File: src/rtl/tff_count_sequencer_if.sv
// rtl/tff_count_sequencer_if.sv - control/status bundle for the T-FF count sequencer
interface tff_count_sequencer_if #(
    parameter int WIDTH = 4
);
    logic             start;
    logic             stop;
    logic             dir;
    logic             mode;
    logic [WIDTH-1:0] limit;
    logic             load;
    logic [WIDTH-1:0] load_val;
    logic [WIDTH-1:0] q;
    logic [WIDTH-1:0] qb;
    logic [WIDTH-1:0] t_vec;
    logic             busy;
    logic             tc;
    logic             done;

    modport master (
        output start, stop, dir, mode, limit, load, load_val,
        input  q, qb, t_vec, busy, tc, done
    );

    modport slave (
        input  start, stop, dir, mode, limit, load, load_val,
        output q, qb, t_vec, busy, tc, done
    );
endinterface

File: src/rtl/tff_count_sequencer.sv
// rtl/tff_count_sequencer.sv - T-FF bank counter sequencer; optional prescaler via TFF_SEQ_PRESCALE_EN
module tff_count_sequencer #(
    parameter int WIDTH    = 4,
    parameter int PRESCALE = 4
) (
    input  logic                  clk,
    input  logic                  rst,
    tff_count_sequencer_if.slave  bus
);
    typedef enum logic [1:0] {
        ST_IDLE = 2'd0,
        ST_RUN  = 2'd1,
        ST_HOLD = 2'd2,
        ST_DONE = 2'd3
    } state_t;

    localparam int PRE_W = (PRESCALE > 1) ? $clog2(PRESCALE) : 1;

    if (PRESCALE < 1) begin : g_bad_prescale
        $error("PRESCALE must be at least 1");
    end

    state_t           state_q, state_d;
    logic [WIDTH-1:0] q_q, q_d;
    logic             dir_q, dir_d;
    logic             mode_q, mode_d;
    logic [WIDTH-1:0] limit_q, limit_d;
    logic             done_q, done_d;
    logic [PRE_W-1:0] pre_q, pre_d;

    logic [WIDTH-1:0] toggles;
    logic [WIDTH-1:0] t_vec_c;
    logic [WIDTH-1:0] terminal;
    logic             tc_c;
    logic             tick;

    // Candidate toggle pattern: bit i toggles when all lower bits are 1 (up) or 0 (down)
    always_comb begin
        logic run_and;
        toggles = '0;
        run_and = 1'b1;
        for (int i = 0; i < WIDTH; i++) begin
            toggles[i] = run_and;
            run_and    = run_and & (dir_q ? ~q_q[i] : q_q[i]);
        end
    end

    // Advance strobe: every RUN cycle, or only when the prescale counter wraps
    always_comb begin
`ifdef TFF_SEQ_PRESCALE_EN
        tick = (pre_q == PRE_W'(PRESCALE - 1));
`else
        tick = 1'b1;
`endif
    end

    // Next-state, counter update and combinational outputs
    always_comb begin
        state_d  = state_q;
        q_d      = q_q;
        dir_d    = dir_q;
        mode_d   = mode_q;
        limit_d  = limit_q;
        pre_d    = pre_q;
        t_vec_c  = '0;
        terminal = dir_q ? '0 : limit_q;
        tc_c     = (state_q == ST_RUN) && (q_q == terminal);

        case (state_q)
            ST_IDLE: begin
                if (bus.load) begin
                    q_d = bus.load_val;
                end
                if (bus.start) begin
                    state_d = ST_RUN;
                    dir_d   = bus.dir;
                    mode_d  = bus.mode;
                    limit_d = bus.limit;
                    pre_d   = '0;
                end
            end
            ST_RUN: begin
                if (bus.stop) begin
                    // stop wins over start and suppresses this cycle's advance
                    state_d = ST_HOLD;
                end else begin
`ifdef TFF_SEQ_PRESCALE_EN
                    pre_d = tick ? '0 : pre_q + 1'b1;
`endif
                    if (tick) begin
                        if (tc_c) begin
                            if (mode_q) begin
                                state_d = ST_DONE;
                            end else begin
                                // wrap reloads directly rather than through toggles
                                q_d = dir_q ? limit_q : '0;
                            end
                        end else begin
                            t_vec_c = toggles;
                            q_d     = q_q ^ toggles;
                        end
                    end
                end
            end
            ST_HOLD: begin
                if (bus.load) begin
                    q_d = bus.load_val;
                end
                if (bus.start && !bus.stop) begin
                    state_d = ST_RUN;
                end
            end
            ST_DONE: begin
                state_d = ST_IDLE;
            end
            default: begin
                state_d = ST_IDLE;
            end
        endcase

        done_d = (state_d == ST_DONE);
    end

    // State, counter and latched configuration registers with synchronous active-low reset
    always_ff @(posedge clk) begin
        if (!rst) begin
            state_q <= ST_IDLE;
            q_q     <= '0;
            dir_q   <= 1'b0;
            mode_q  <= 1'b0;
            limit_q <= '0;
            done_q  <= 1'b0;
            pre_q   <= '0;
        end else begin
            state_q <= state_d;
            q_q     <= q_d;
            dir_q   <= dir_d;
            mode_q  <= mode_d;
            limit_q <= limit_d;
            done_q  <= done_d;
            pre_q   <= pre_d;
        end
    end

    assign bus.q     = q_q;
    assign bus.qb    = ~q_q;
    assign bus.t_vec = t_vec_c;
    assign bus.busy  = (state_q == ST_RUN) || (state_q == ST_HOLD);
    assign bus.tc    = tc_c;
    assign bus.done  = done_q;
endmodule

File: src/flat_wrapper.sv
// flat-port wrapper written by rule: the top's interface ports become plain ports
module tff_count_sequencer_flat 
#(
    parameter int WIDTH    = 4,
    parameter int PRESCALE = 4
)
  (clk, rst, bus_start, bus_stop, bus_dir, bus_mode, bus_limit, bus_load, bus_load_val, bus_q, bus_qb, bus_t_vec, bus_busy, bus_tc, bus_done);
  tff_count_sequencer_if #(.WIDTH(WIDTH)) bus_i ();
  input  logic clk;
  input  logic rst;
  input wire logic [$bits(bus_i.start)-1:0] bus_start;
  input wire logic [$bits(bus_i.stop)-1:0] bus_stop;
  input wire logic [$bits(bus_i.dir)-1:0] bus_dir;
  input wire logic [$bits(bus_i.mode)-1:0] bus_mode;
  input wire logic [$bits(bus_i.limit)-1:0] bus_limit;
  input wire logic [$bits(bus_i.load)-1:0] bus_load;
  input wire logic [$bits(bus_i.load_val)-1:0] bus_load_val;
  output wire logic [$bits(bus_i.q)-1:0] bus_q;
  output wire logic [$bits(bus_i.qb)-1:0] bus_qb;
  output wire logic [$bits(bus_i.t_vec)-1:0] bus_t_vec;
  output wire logic [$bits(bus_i.busy)-1:0] bus_busy;
  output wire logic [$bits(bus_i.tc)-1:0] bus_tc;
  output wire logic [$bits(bus_i.done)-1:0] bus_done;
  assign bus_i.start = bus_start;
  assign bus_i.stop = bus_stop;
  assign bus_i.dir = bus_dir;
  assign bus_i.mode = bus_mode;
  assign bus_i.limit = bus_limit;
  assign bus_i.load = bus_load;
  assign bus_i.load_val = bus_load_val;
  assign bus_q = bus_i.q;
  assign bus_qb = bus_i.qb;
  assign bus_t_vec = bus_i.t_vec;
  assign bus_busy = bus_i.busy;
  assign bus_tc = bus_i.tc;
  assign bus_done = bus_i.done;
  tff_count_sequencer #(.WIDTH(WIDTH), .PRESCALE(PRESCALE)) u_core (.clk(clk), .rst(rst), .bus(bus_i));
endmodule
File: config.mk
export PLATFORM = sky130hd
export DESIGN_NAME = tff_count_sequencer_flat
export DESIGN_NICKNAME = d
export VERILOG_FILES = /design/src/rtl/tff_count_sequencer_if.sv /design/src/rtl/tff_count_sequencer.sv /design/src/flat_wrapper.sv
export SDC_FILE = /design/constraint.sdc
export NUM_CORES = 1
export LEC_CHECK = 0
export BUFFER_PORTS_ARGS = -buffer_cell sky130_fd_sc_hd__buf_4
export CORE_ASPECT_RATIO = 1.2
export CORE_MARGIN = 2
export CORE_UTILIZATION = 41
export DETAILED_ROUTE_END_ITERATION = 7
export PLACE_DENSITY = 0.73
export SLEW_MARGIN = 20
export SYNTH_ARGS = -nofsm -noshare
export SYNTH_HDL_FRONTEND = slang
export SYNTH_SLANG_ARGS = --single-unit
File: constraint.sdc
create_clock -name clk -period 1.6 [get_ports clk]
set_input_delay 0.24 -clock clk [delete_from_list [all_inputs] [get_ports clk]]
set_output_delay 0.24 -clock clk [all_outputs]
set_load 0.05 [all_outputs]
**After elaboration in Yosys (flattened, before gate mapping)**

Cells that the tools add are included.

- Bits in registers: 13
- Input bits: 15
- Output and inout port bits: 15

- Equality and inequality tests: 8
- Mux-type cells: 19
- Bitwise operators: 7
- Reductions and logical operators: 9

Operators by type and width:

| operator | number |
|---|---|
| $mux W4 | 9 |
| $mux W2 | 5 |
| $pmux W2 S4 | 1 |
| $pmux W4 S2 | 1 |
| $eq A2 B2 Y1 const B | 3 |
| $eq A4 B4 Y1 | 1 |
| $not A4 Y4 | 1 |
| $reduce_and A4 Y1 | 1 |
| $xor A4 B4 Y4 | 1 |
| $mux W1 | 3 |
| $ne A3 B3 Y1 const B | 1 |
| $not A1 Y1 | 3 |
| $and A1 B1 Y1 | 2 |
| $eq A2 B1 Y1 const B | 1 |
| $logic_and A1 B1 Y1 | 2 |
| $logic_not A2 Y1 | 1 |
| $ne A2 B1 Y1 const B | 1 |
| $ne A2 B2 Y1 const B | 1 |
| $reduce_and A2 Y1 | 1 |
| $reduce_bool A2 Y1 | 1 |
| $reduce_or A2 Y1 | 1 |
| $logic_not A1 Y1 | 1 |
| $logic_or A1 B1 Y1 | 1 |

**Longest topological paths before layout**

- Word-level depth: 8
- Gate-level depth with buffers: 7
- Gate-level depth less buffers: 7

**Worst setup path before layout**

No wires, ideal clock.

- Path type: reg2out
- Start: register u_core.q_q[3], in the netlist u_core.bus.q[3]
- End: output port bus_t_vec[1]
- Data arrival time: 2343 ps
- Data required time: 1360 ps
- Path slack: -983 ps
- Cell stages (with the launch flop): 6
- Cell sequence: dfxtp_1 > inv_1 > o211ai_2 > a22oi_1 > nand2b_1 > nor2_1

- Word-level cells in the longest chain between the ends: 5

Ends and longest elaborated chain:

| what | line | source |
|---|---|---|
| start, declared | tff_count_sequencer.sv:24 | `logic [WIDTH-1:0] q_q, q_d;` |
| start signal, assigned | tff_count_sequencer.sv:136 | `q_q <= q_d;` |
| $eq A4 B4 Y1 | tff_count_sequencer.sv:67 | `tc_c = (state_q == ST_RUN) && (q_q == terminal);` |
| $logic_and A1 B1 Y1 | tff_count_sequencer.sv:67 |  |
| $mux W4 | tff_count_sequencer.sv:91 | `if (tc_c) begin` |
| $mux W4 | tff_count_sequencer.sv:83 | `if (bus.stop) begin` |
| $mux W4 | tff_count_sequencer.sv:69 | `case (state_q)` |
| end, declared | flat_wrapper.sv:20 | `output wire logic [$bits(bus_i.t_vec)-1:0] bus_t_vec;` |

Every way passes these cells.

**Final worst setup path**

- Start: register u_core.limit_q[1]
- End: output port bus_tc

- Word-level cells in the longest chain between the ends: 3

Ends and longest elaborated chain:

| what | line | source |
|---|---|---|
| start, declared | tff_count_sequencer.sv:27 | `logic [WIDTH-1:0] limit_q, limit_d;` |
| start signal, assigned | tff_count_sequencer.sv:139 | `limit_q <= limit_d;` |
| $mux W4 | tff_count_sequencer.sv:66 | `terminal = dir_q ? '0 : limit_q;` |
| $eq A4 B4 Y1 | tff_count_sequencer.sv:67 |  |
| $logic_and A1 B1 Y1 | tff_count_sequencer.sv:67 |  |
| end, declared | flat_wrapper.sv:22 | `output wire logic [$bits(bus_i.tc)-1:0] bus_tc;` |

Every way passes these cells.

==> impl_metrics.env <==
export IMPL_status="finished, violations left"
export IMPL_violations="negative setup slack"
export IMPL_yosysSeqAreaShare_pct=25.4
export IMPL_critical_path_max_fanout=4
export IMPL_synth_commonest_cells="13 x dfxtp_1, 12 x nand2_1, 10 x inv_1, 9 x a21oi_1, 9 x nor2_1"
export IMPL_critical_path_endpoint_type="output port"
export IMPL_synth_seq_cells=13
export IMPL_io_buffers=29
export IMPL_yosys_area_top_type_share_pct=25.4
export IMPL_worst_clock_skew_ns=0.00416
export IMPL_drive_gt1_share_pct=58.0
export IMPL_synth_ff_type="dfxtp_1"
export IMPL_dieArea_um2=2920
export IMPL_setup_viol=11
export IMPL_synthesis_nets=144
export IMPL_rsz0062_at_grt="yes"
export IMPL_wl_per_cell_um=15.0
export IMPL_peakVddDrop_uv=889
export IMPL_cts_htree_levels=1
export IMPL_hold_viol_final=0
export IMPL_finalMaxSlewViolations=0
export IMPL_fmax_mhz=500
export IMPL_path_clk_slew_ns=0.08
export IMPL_syn_instance_count=126
export IMPL_cts_buffers=3
export IMPL_fill_cells=180
export IMPL_std_cell_rows=19
export IMPL_cts_tree="done"
export IMPL_yosys_cell_count_top_type="dfxtp_1"
export IMPL_final_cell_area_um2=1740
export IMPL_ant_nets=0
export IMPL_wl_mm=3.28
export IMPL_grt_pass1_wl_mm=5.27
export IMPL_fp_dieH_um=58.8
export IMPL_yosysWarningCount=0
export IMPL_cp_required_ns=1.36
export IMPL_clk_latency_ns=0.27
export IMPL_syn_area_um2=1020
export IMPL_grt_pass1_vias=1166
export IMPL_crit_arrival_ns=1.76
export IMPL_tightest_slew_ns=0.594
export IMPL_gp_congestion=0.969
export IMPL_diodes=0
export IMPL_drtPass1Iterations=5
export IMPL_dpl_cell_area_um2=1560
export IMPL_finalCritPeriodShare_pct=125
export IMPL_grt_max_degree=12
export IMPL_root_buffer="clkbuf_4"
export IMPL_relSlewSlack_pct=60.2
export IMPL_area_delta_synth_final_pct=69.6
export IMPL_hp_class="primary input to register"
export IMPL_ioPinCount=30
export IMPL_hpwl_mm=2.48
export IMPL_powerDensity_nw_per_um2=1290
export IMPL_clockBufferDepth=2
export IMPL_die_w_um=49.6
export IMPL_core_area_um2=2330
export IMPL_syn_area_per_cell_um2=8.13
export IMPL_p_leak_uw=0.000696
export IMPL_start_util_pct=44.0
export IMPL_vias=1213
export IMPL_synthArstFlopShare_pct=0
export IMPL_synthTopCellsByArea="dfxtp_1 25%, xnor2_1 5.1%, a21oi_1 4.4%"
export IMPL_post_route_min_period_ns=2.00
export IMPL_clock_sinks=13
export IMPL_drc=0
export IMPL_path_class="register to output port"
export IMPL_maxCapViolCount=0
export IMPL_ys_types=42
export IMPL_track_usage_pct=23.7
export IMPL_antenna_found_initial=0
export IMPL_critPathLaunchType="register"
export IMPL_power_total_uw=2240
export IMPL_viasPerCell=5.54
export IMPL_grt_ovfl_total=0
export IMPL_synth_top_area_cell="dfxtp_1"
export IMPL_setup_ws_ns=-0.401
export IMPL_synth_edf_count=0
export IMPL_drt_iter0_drc=21
export IMPL_nets=207
==> power by group <==
| group | switching (uW) | internal, uW |
|---|---|---|
| Sequential | 71.0 | 404 |
| Clock | 106 | 96.5 |
| Combinational | 902 | 661 |
| Total | 1080 | 1160 |
==> per-stage QoR <==
stage / TNS, ns / cells / util (%) / worst slack, ns / hold WS [ns]
after floorplan: -2.03 / 126 / - / -0.276 / 0.387
after global placement: -1.06 / 210 / 67.0 / -0.157 / 0.469
after detailed placement: -1.70 / 210 / 67.0 / -0.194 / 0.473
after CTS: -2.70 / 219 / 71.9 / -0.377 / 0.213
after global routing: -3.56 / 219 / 74.6 / -0.464 / 0.227
final: -2.82 / 219 / 74.6 / -0.401 / 0.221
==> logic make-up after synthesis <==
family / after synthesis / share of synthesized area (%)
XOR/XNOR: 6 / 5.13
AND/OR/NAND/NOR: 45 / 24.5
buffers and inverters: 17 / 7.81
AO/OA/AOI/OAI: 42 / 33.5
adder cells (fa/ha/maj): 3 / 3.66
flip-flops: 13 / 25.4
==> registers in the layout, indices dropped and copies added, names as in the netlist <==
name / count
u_core.bus.q: 4
u_core.limit_q: 4
u_core.state_q: 2
u_core.bus.done: 1
u_core.dir_q: 1
u_core.mode_q: 1
==> metal layers <==
metal / GRT usage [%] / up-vias / wire length [um]
met5: 0 / - / 0
met4: 10.7 / 0 / 84
met3: 2.28 / 6 / 98
met2: 46.7 / 41 / 1800
met1: 25.1 / 578 / 1300
li1: - / 588 / -
==> path summary, 6_finish.rpt <==
path | startpoint | end | slack, ns | cells past startpoint
worst min register to register | u_core.limit_q[0] | u_core.limit_q[0] | 0.49 | 2
worst max register to register | u_core.limit_q[1] | u_core.bus.q[3] | -0.21 | 6
worst min-delay path | bus_dir | u_core.dir_q | 0.22 | 3
worst max-delay path | u_core.limit_q[1] | bus_tc | -0.40 | 5
==> worst max-delay path, cell delays in order, from the launching register on <==
cell	delay, ns
dfxtp_2	0.35
and4bb_4	0.36
a22oi_4	0.09
a221o_2	0.45
clkinvlp_4	0.10
buf_8	0.14
==> what timing repair did <==
action	CTS	global route
hold endpoints to repair	0	0
resized for setup	16	17
pin swaps	4	4
setup endpoints to repair	12	12
setup buffers	5	0
hold buffers	0	0
==> final cells by class <==
class,instances,area (um2),share of cell area [%]
multi-input combinational,96,813,46.8
timing repair buffer,64,518,29.8
sequential,13,285,16.4
inverter,11,56.3,3.24
tap,31,38.8,2.23
clock buffer,4,26.3,1.51
==> placed cells by master, fill, tap and decap left out, types with 4 or more instances in the layout <==
cell        netlist  routed
clkinvlp_4        0       4
buf_6             1       4
buf_4             2      57
inv_1            10       5
o21ai_0           6       4
dfxtp_2           0       5
a211oi_2          1       4
xnor2_1           6       6
nand2_1          12      12
nor2_1            9       6
dfxtp_4           0       5
a21oi_1           9       9
nand3_1           6       6
No activity file was read; power rests on OpenSTA's default activity.
